## src/rtl/scaler_pkg.sv

```systemverilog
// Shared definitions for the scaler input-side blocks.
package scaler_pkg;

  localparam int DEF_INPUT_RES_WIDTH = 11;

  typedef enum logic [1:0] {
    SEARCH,
    MEASURE,
    LOCKED
  } res_state_t;

endpackage

```

## src/rtl/scaler_sync_edge.sv

```systemverilog
// Sync edge detector: flags the cycle a sync is sampled at its active level
// when the previous-cycle sample was not active.
module scaler_sync_edge #(
  parameter bit SYNC_POL = 1'b1
) (
  input  logic clka,
  input  logic rst,
  input  logic sync_lvl,
  output logic act_edge
);

  logic act;
  logic act_q;

  assign act = (sync_lvl == SYNC_POL);

  always_ff @(posedge clka or posedge rst) begin
    if (rst) act_q <= 1'b0;
    else     act_q <= act;
  end

  assign act_edge = act & ~act_q;

endmodule

```

## src/rtl/scaler_res_detect.sv

```systemverilog
// Input resolution detector: measures active pixels/line and lines/frame and
// publishes a full-frame window once STABLE_FRAMES identical valid frames arrive.
//
// state   | meaning
// SEARCH  | waiting for the first vsync edge; partial frame discarded
// MEASURE | counting consecutive identical valid frames
// LOCKED  | published resolution valid, watching for changes
module scaler_res_detect
  import scaler_pkg::*;
#(
  parameter int INPUT_RES_WIDTH = DEF_INPUT_RES_WIDTH,
  parameter int STABLE_FRAMES   = 2,
  parameter bit SYNC_POL        = 1'b1
) (
  input  logic                       clka,
  input  logic                       rst,
  input  logic                       iHsyn,
  input  logic                       iVsyn,
  input  logic                       dInEn,
  output logic [INPUT_RES_WIDTH-1:0] inXRes,
  output logic [INPUT_RES_WIDTH-1:0] inYRes,
  output logic [INPUT_RES_WIDTH-1:0] xBgn,
  output logic [INPUT_RES_WIDTH-1:0] xEnd,
  output logic [INPUT_RES_WIDTH-1:0] yBgn,
  output logic [INPUT_RES_WIDTH-1:0] yEnd,
  output logic                       resVld,
  output logic                       resChg
);

  localparam int RW = INPUT_RES_WIDTH;
  localparam logic [RW-1:0] CNT_MAX = '1;
  localparam logic [3:0]    STB_TGT = 4'(STABLE_FRAMES);

  logic h_edge, v_edge;
  logic [RW-1:0] x_cnt, y_cnt, line_len;
  logic ragged, ovf;
  logic [RW-1:0] x_inc, y_inc, y_eff, len_eff;
  logic line_close, first_line, ragged_eff, ovf_eff, frm_vld;

  res_state_t state, state_nxt;
  logic [3:0] stb_cnt, stb_nxt, stb_inc;
  logic [RW-1:0] cand_w, cand_h;
  logic cand_ld, publish, drop;
  logic match_cand, match_pub;

  logic [RW-1:0] x_res, y_res, x_end, y_end;
  logic res_vld, res_chg;

  scaler_sync_edge #(.SYNC_POL(SYNC_POL)) u_hsync_edge (
    .clka     (clka),
    .rst      (rst),
    .sync_lvl (iHsyn),
    .act_edge (h_edge)
  );

  scaler_sync_edge #(.SYNC_POL(SYNC_POL)) u_vsync_edge (
    .clka     (clka),
    .rst      (rst),
    .sync_lvl (iVsyn),
    .act_edge (v_edge)
  );

  // A line closing in the vsync cycle still belongs to the closing frame.
  assign line_close = h_edge && (x_cnt != '0);
  assign first_line = (y_cnt == '0);
  assign x_inc      = (x_cnt == CNT_MAX) ? x_cnt : x_cnt + 1'b1;
  assign y_inc      = (y_cnt == CNT_MAX) ? y_cnt : y_cnt + 1'b1;
  assign y_eff      = line_close ? y_inc : y_cnt;
  assign len_eff    = (line_close && first_line) ? x_cnt : line_len;
  assign ragged_eff = ragged || (line_close && !first_line && (x_cnt != line_len));
  assign ovf_eff    = ovf || (line_close && (y_inc == CNT_MAX));
  assign frm_vld    = (y_eff != '0) && !ragged_eff && !ovf_eff;

  always_ff @(posedge clka or posedge rst) begin
    if (rst) begin
      x_cnt    <= '0;
      y_cnt    <= '0;
      line_len <= '0;
      ragged   <= 1'b0;
      ovf      <= 1'b0;
    end else if (v_edge) begin
      x_cnt    <= {{(RW-1){1'b0}}, dInEn};
      y_cnt    <= '0;
      line_len <= '0;
      ragged   <= 1'b0;
      ovf      <= 1'b0;
    end else begin
      if (h_edge) begin
        x_cnt <= {{(RW-1){1'b0}}, dInEn};
      end else if (dInEn) begin
        x_cnt <= x_inc;
        if (x_inc == CNT_MAX) ovf <= 1'b1;
      end
      if (line_close) begin
        y_cnt <= y_inc;
        if (y_inc == CNT_MAX) ovf <= 1'b1;
        if (first_line)             line_len <= x_cnt;
        else if (x_cnt != line_len) ragged   <= 1'b1;
      end
    end
  end

  assign match_cand = (len_eff == cand_w) && (y_eff == cand_h);
  assign match_pub  = (len_eff == x_res) && (y_eff == y_res);
  assign stb_inc    = (stb_cnt == 4'hF) ? stb_cnt : stb_cnt + 4'd1;

  always_comb begin
    state_nxt = state;
    stb_nxt   = stb_cnt;
    cand_ld   = 1'b0;
    publish   = 1'b0;
    drop      = 1'b0;
    case (state)
      SEARCH: begin
        if (v_edge) state_nxt = MEASURE;
      end
      MEASURE: begin
        if (v_edge) begin
          if (frm_vld) begin
            if (match_cand) begin
              stb_nxt = stb_inc;
            end else begin
              stb_nxt = 4'd1;
              cand_ld = 1'b1;
            end
          end else begin
            stb_nxt = 4'd0;
          end
          if (stb_nxt >= STB_TGT) begin
            publish   = 1'b1;
            state_nxt = LOCKED;
          end
        end
      end
      LOCKED: begin
        if (v_edge && !(frm_vld && match_pub)) begin
          drop      = 1'b1;
          state_nxt = MEASURE;
          stb_nxt   = frm_vld ? 4'd1 : 4'd0;
          cand_ld   = frm_vld;
        end
      end
      default: state_nxt = SEARCH;
    endcase
  end

  always_ff @(posedge clka or posedge rst) begin
    if (rst) begin
      state   <= SEARCH;
      stb_cnt <= '0;
      cand_w  <= '0;
      cand_h  <= '0;
      x_res   <= '0;
      y_res   <= '0;
      x_end   <= '0;
      y_end   <= '0;
      res_vld <= 1'b0;
      res_chg <= 1'b0;
    end else begin
      state   <= state_nxt;
      stb_cnt <= stb_nxt;
      res_chg <= publish;
      if (cand_ld) begin
        cand_w <= len_eff;
        cand_h <= y_eff;
      end
      // Published values only move together with the resChg pulse.
      if (publish) begin
        x_res   <= len_eff;
        y_res   <= y_eff;
        x_end   <= len_eff - 1'b1;
        y_end   <= y_eff - 1'b1;
        res_vld <= 1'b1;
      end else if (drop) begin
        res_vld <= 1'b0;
      end
    end
  end

  assign inXRes = x_res;
  assign inYRes = y_res;
  assign xEnd   = x_end;
  assign yEnd   = y_end;
  assign xBgn   = '0;
  assign yBgn   = '0;
  assign resVld = res_vld;
  assign resChg = res_chg;

endmodule
```

## config.mk

```make
export PLATFORM = sky130hd
export DESIGN_NAME = scaler_res_detect
export DESIGN_NICKNAME = d
export VERILOG_FILES = /design/src/rtl/scaler_pkg.sv /design/src/rtl/scaler_sync_edge.sv /design/src/rtl/scaler_res_detect.sv
export SDC_FILE = /design/constraint.sdc
export NUM_CORES = 1
export LEC_CHECK = 0
export BUFFER_PORTS_ARGS = -buffer_cell sky130_fd_sc_hd__buf_2
export CAP_MARGIN = 15
export CORE_ASPECT_RATIO = 0.6
export CORE_UTILIZATION = 55
export DETAILED_ROUTE_END_ITERATION = 6
export PLACE_DENSITY = 0.73
export SLEW_MARGIN = 20
export SYNTH_ARGS = -nofsm -noshare
export SYNTH_HDL_FRONTEND = slang
export SYNTH_SLANG_ARGS = --single-unit
```

## constraint.sdc

```tcl
create_clock -name clka -period 4.32 [get_ports clka]
set_input_delay 0.864 -clock clka [delete_from_list [all_inputs] [get_ports clka]]
set_output_delay 0.864 -clock clka [all_outputs]
set_load 0.01 [all_outputs]
```

### Yosys cells after proc, flatten, opt, wreduce, memory -nomap -nowiden

Index checks and enable logic that the tools add are counted.

| storage, ports and cells | value |
|---|---|
| memories | 0 |
| register bits | 111 |
| word-level logic and storage cells | 122 |
| RAM bits | 0 |
| output and inout port bits | 68 |
| bits in latches | 0 |
| bits in read-only memories | 0 |

| cells by class | value |
|---|---|
| multiplexer cells | 47 |
| multipliers | 0 |
| shift operators | 0 |
| divide/modulo/power cells | 0 |
| order comparisons | 1 |
| bitwise operators | 4 |
| equality and inequality tests | 17 |
| reductions and logical operators | 31 |
| $add $sub $neg | 5 |

Operator list:

| operator | number |
|---|---|
| two-way mux 11 bit | 11 |
| == test 11 bit | 4 |
| == test 11 bit (second input constant) | 4 |
| two-way mux 4 bit | 7 |
| adder 11 x 1 -> 11 bit (second input constant) | 2 |
| two-way mux 1 bit | 22 |
| nonzero test 11 bit | 2 |
| subtractor 11 x 1 -> 11 bit (second input constant) | 2 |
| logical AND 1 bit | 11 |
| zero test 11 bit | 1 |
| != test 11 bit | 1 |
| != test 2 bit (second input constant) | 5 |
| nonzero test 2 bit | 5 |
| two-way mux 2 bit | 4 |
| case mux 4 bit (2 select lines) | 1 |
| case mux 2 bit (3 select lines) | 1 |
| AND reduction 3 bit | 2 |
| adder 4 x 1 -> 4 bit (second input constant) | 1 |
| == test 4 bit (second input constant) | 1 |
| greater-or-equal comparator 4 x 2 -> 1 bit (second input constant) | 1 |
| zero test 1 bit | 4 |
| AND reduction 4 bit | 1 |
| nonzero test 3 bit | 1 |
| bitwise AND 1 bit | 2 |
| other kinds (7) | 9 |

### Depth between registers and ports, before layout

| logic depth | value |
|---|---|
| word-level depth | 17 |
| mapped depth | 17 |
| gate-level depth less buffers | 14 |

### Modules after synthesis

From an unflattened synthesis, not the netlist that was laid out.

| unflattened totals | value |
|---|---|
| cell total of the unflattened synthesis | 796 |
| area, all modules | 7368.3 µm² |

By module, submodules not included:

| module | cells an instance | area an instance (µm²) | instances |
|---|---|---|---|
| scaler_res_detect | 790 | 7283.2 | 1 |
| scaler_sync_edge | 3 | 42.5 | 2 |

### Worst setup path before layout

No wires, ideal clock.

| timing path | value |
|---|---|
| path kind | input port to flip-flop |
| from | in iHsyn |
| to | reg y_res[0] (netlist: inYRes[0]) |
| stages on the path | 14 |
| arrival time | 3.516 ns |
| buffers on the path | 3 |
| library setup time | 0.128 ns |
| setup slack | 0.676 ns |
| path through | nand2b_1 > clkbuf_1 > a31o_2 > buf_4 > nor2_1 > xnor2_1 > inv_1 > ha_1 > o211ai_1 > nor4_1 > nand4b_1 > nor4_4 > buf_6 > mux2_1 |

| on the way | value |
|---|---|
| longest elaborated chain between the ends | 15 |
| elaborated cells on any way between the ends | 26 |

RTL lines:

| item | RTL line | RTL |
|---|---|---|
| start: declaration | scaler_res_detect.sv:17 | `input logic iHsyn,` |
| bitwise AND 1 bit * | scaler_sync_edge.sv:22 | `assign act_edge = act & ~act_q;` |
| logical AND 1 bit * | scaler_res_detect.sv:64 | `assign line_close = h_edge && (x_cnt != '0);` |
| branches (longest 13 deep; another with greater-or-equal comparator 4 x 2 -> 1 bit) | n/a |  |
| end signal: assignment | scaler_res_detect.sv:170 | `y_res <= y_eff;` |
| end: declaration | scaler_res_detect.sv:46 | `logic [RW-1:0] x_res, y_res, x_end, y_end;` |

Mark *: on every way between the ends. The select of a mux whose other input is x is not followed.
A chain may end at the register's enable or synchronous reset.

### Worst setup path after layout

| timing path | value |
|---|---|
| from | reg y_cnt[0] |
| to | reg y_res[7] (netlist: inYRes[7]) |

| on the way | value |
|---|---|
| longest elaborated chain between the ends | 15 |
| elaborated cells on any way between the ends | 30 |

RTL lines:

| item | RTL line | RTL |
|---|---|---|
| start: declaration | scaler_res_detect.sv:35 | `logic [RW-1:0] x_cnt, y_cnt, line_len;` |
| start signal: assignment | scaler_res_detect.sv:95 | `y_cnt <= y_inc;` |
| branches (longest 15 deep; another with adder 11 x 1 -> 11 bit) | n/a |  |

Parallel ways; which one is timed is not known. The select of a mux whose other input is x is not followed.

==> results.sh <==
export IMPL_status="completed"
export IMPL_setup_viol=0
export IMPL_avgViaCountPerCell=6.52
export IMPL_min_to="yEnd[2]"
export IMPL_crit_type="register to register"
export IMPL_slowest_stage="a2111oi_1"
export IMPL_final_cell_mix="111 x dfrtp_1, 54 x nor2_1, 50 x nand2_1, 50 x buf_2, 47 x inv_1"
export IMPL_start_util=0.571
export IMPL_cts_sinks=111
export IMPL_met2_usage=0.487
export IMPL_grt_pass1_wl_um=37600
export IMPL_met3_usage=0.0960
export IMPL_hold_path_class="register to register"
export IMPL_clk_pin_slew_worst_paths_ns=0.08
export IMPL_core_area_um2=13000
export IMPL_start_kind="register"
export IMPL_skew_ns=0.0178
export IMPL_synth_cell_type_count=81
export IMPL_crit_arrival_ns=4.40
export IMPL_use_met1=0.585
export IMPL_nets=864
export IMPL_rows=32
export IMPL_detail_route_antenna_nets=0
export IMPL_cts_root_buffer="clkbuf_16"
export IMPL_max_cap_viol_count=0
export IMPL_max_clock_freq_mhz=243
export IMPL_required_ns=4.59
export IMPL_gp_congestion=1.05
export IMPL_die_height_um=91.9
export IMPL_clkPwrFrac=0.313
export IMPL_postCtsHoldBufs=0
export IMPL_wire_per_inst_um=23.6
export IMPL_synth_compound_area_frac=0.131
export IMPL_worstMarginPinSlew_ns=0.900
export IMPL_vias=6673
export IMPL_ff2ff_path_depth=14
export IMPL_die_w_um=152
export IMPL_portBuffers=50
export IMPL_area_delta_synth_final_pct=11.7
export IMPL_worstPathCellList="ha_1 -> and3_1 -> nand3_1 -> buf_4 -> and3_1 -> nor3_1 -> a2111oi_1 -> buf_4 -> nand4_1 -> buf_4 -> nor4_4 -> buf_4 -> buf_4 -> mux2i_1"
export IMPL_worst_path_largest_cell_delay_ns=0.60
export IMPL_ys_warn_count=0
export IMPL_cts_tree="built"
export IMPL_clock_path_buffers=2
export IMPL_fin_area_um2=8270
export IMPL_synthSimpleGateAreaFrac=0.193
export IMPL_syn_area_um2=7400
export IMPL_r2r_end="inYRes[7]"
export IMPL_top_usage_layer="met1"
export IMPL_antenna_found_initial=0
export IMPL_fin_crit_ns=4.12
export IMPL_drt_iter0_drc=751
export IMPL_synth_xor_area_frac=0.0923
export IMPL_avgSynthCellArea_um2=9.37
export IMPL_p_seq_frac=0.401
export IMPL_critPathMaxFanout=17
export IMPL_p_leak_nw=3.90
export IMPL_relSlewSlack=0.394
export IMPL_synth_async_reset_ratio=1.00
export IMPL_crit_top_cell="buf_4"
export IMPL_io_pins=73
export IMPL_p_switching_w=0.00107
export IMPL_peakVddDrop_uv=211
export IMPL_synth_fa_ha_area_frac=0.0186
export IMPL_grt_usage=0.366
export IMPL_routed_wl_um=24100
export IMPL_combPwrFrac=0.286
export IMPL_synth_mux_area_frac=0.107
export IMPL_cts_resized_gates=0
export IMPL_r2r_slack_ns=0.20
export IMPL_cts_made_buffers=9
export IMPL_yosys_register_bits=111
export IMPL_seq_area_frac_synth=0.375
export IMPL_cts_setup_buffers=0
export IMPL_synth_edf_count=0
export IMPL_grt_max_degree=112
export IMPL_worstHoldPathCells=1
export IMPL_worstSetupEndpointType="register"
export IMPL_power_density_nw_per_um2=363
export IMPL_hpwl_um=18100
export IMPL_p_int_w=0.00192
export IMPL_grt_pass1_vias=6293
export IMPL_setup_tns_ns=0
export IMPL_rsz0062_at_grt="false"
export IMPL_drcViolationCount=0
export IMPL_rr_startpoint="y_cnt[0]"
export IMPL_grt_overflow=0
export IMPL_drv_slew=0
export IMPL_final_common_cell="dfrtp_1"
export IMPL_synth_top_family_by_area="simple AND/OR/NAND/NOR gates"
export IMPL_p_sw_frac=0.358
export IMPL_insertion_delay_ns=0.37
export IMPL_dpl_instance_area_um2=7910
export IMPL_synth_ff_type="dfrtp_1"
export IMPL_floorplan_die_area_um2=13900
export IMPL_finalHoldViolations=0
export IMPL_hold_slack_ns=0.492
export IMPL_antennaDiodeCount=0
export IMPL_fin_crit_sh=0.954
export IMPL_synth_cells=790
export IMPL_drive_gt1_frac=0.168
export IMPL_cts_max_level=3
export IMPL_min_from="yEnd[2]"
export IMPL_drtPass1Iterations=5
## power groups by stage
stage | combinational (W) | clock [W] | sequential (W)
final | 0.000857 | 0.000939 | 0.00120
after global routing | 0.000935 | 0.000986 | 0.00121
after CTS | 0.000833 | 0.000948 | 0.00119
after detailed placement | 0.000824 | 0 | 0.00121
after global placement | 0.000810 | 0 | 0.00121
after floorplan | 0.000596 | 0 | 0.00118
## final cells by class
cell class              instances  area (µm²)
clock buffers                   9         225
clock inverters                 7         108
fillers                      1084        4710
inverters                      48         183
multi-input cells             582        4130
flip-flops and latches        111        2780
well taps                     170         213
repair buffers                 96         633
## per-stage QoR
stage	power, W	setup WS [ns]	utilization	instances
floorplan	0.00178	0.525	-	811
global placement	0.00202	0.0143	0.610	1007
detailed placement	0.00204	0.184	0.610	1007
CTS	0.00298	0.168	0.635	1023
global route	0.00313	0.0349	0.637	1023
finish	0.00300	0.197	0.637	1023
## critical path, delay by kind of cell (launching register included)
| family | cells | cell delay, ns |
|---|---|---|
| buffers and inverters | 5 | 1.14 |
| adders and majority gates | 1 | 0.39 |
| muxes | 1 | 0.22 |
| and+or+nand+nor | 6 | 1.25 |
| DFF | 1 | 0.44 |
| AOI/OAI and AO/OA | 1 | 0.60 |
## cell usage after synthesis (6+ instances only)
library cell / number / area share
nor2b_1: 7 / 0.0059
nand3_1: 33 / 0.022
nand2_1: 50 / 0.025
a31oi_1: 8 / 0.0068
mux2_1: 36 / 0.055
clkbuf_1: 25 / 0.013
a211oi_1: 10 / 0.010
xor2_1: 42 / 0.050
buf_6: 6 / 0.0091
nand4_1: 14 / 0.012
nor3_1: 24 / 0.016
nor4_1: 18 / 0.015
buf_4: 29 / 0.029
mux2_2: 9 / 0.014
nor2_1: 55 / 0.028
a21oi_1: 25 / 0.017
ha_1: 11 / 0.019
buf_2: 9 / 0.0061
inv_1: 48 / 0.024
and3_1: 10 / 0.0085
o21ai_0: 24 / 0.016
dfrtp_1: 111 / 0.38
o22ai_1: 6 / 0.0051
and2_1: 10 / 0.0085
xnor2_1: 36 / 0.043
mux2i_1: 27 / 0.037
## sequential cells by signal, indices dropped and copies added, names as in the netlist
signal / flops
cand_h: 11
cand_w: 11
inXRes: 11
inYRes: 11
line_len: 11
ovf: 1
ragged: 1
resChg: 1
resVld: 1
state: 2
stb_cnt: 4
u_hsync_edge.act_q: 1
u_vsync_edge.act_q: 1
xEnd: 11
x_cnt: 11
yEnd: 11
y_cnt: 11
## metal layers
metal,up-vias,part of all wire
met2,442,0.40
met5,-,0
met3,34,0.13
li1,2899,-
met1,3298,0.46
met4,0,0.013
## cell families after synthesis
| family | Yosys count |
|---|---|
| AO/OA/AOI/OAI | 137 |
| XOR/XNOR | 78 |
| adder cells (fa/ha/maj) | 11 |
| buffers and inverters | 118 |
| flip-flops | 111 |
| multiplexers | 73 |
| other | 1 |
| AND/OR/NAND/NOR | 261 |
## how the worst max path moves through the flow
stage	from	to	slack [ns]	cells after the start
floorplan	rst	cand_h[0]	0.53	1
global placement	iHsyn	inYRes[7]	0.01	13
detailed placement	iHsyn	inYRes[7]	0.18	13
CTS	y_cnt[0]	inYRes[7]	0.17	13
global route	y_cnt[0]	inYRes[7]	0.03	13
finish	y_cnt[0]	inYRes[7]	0.20	14
(Power assumes the default switching activity.)
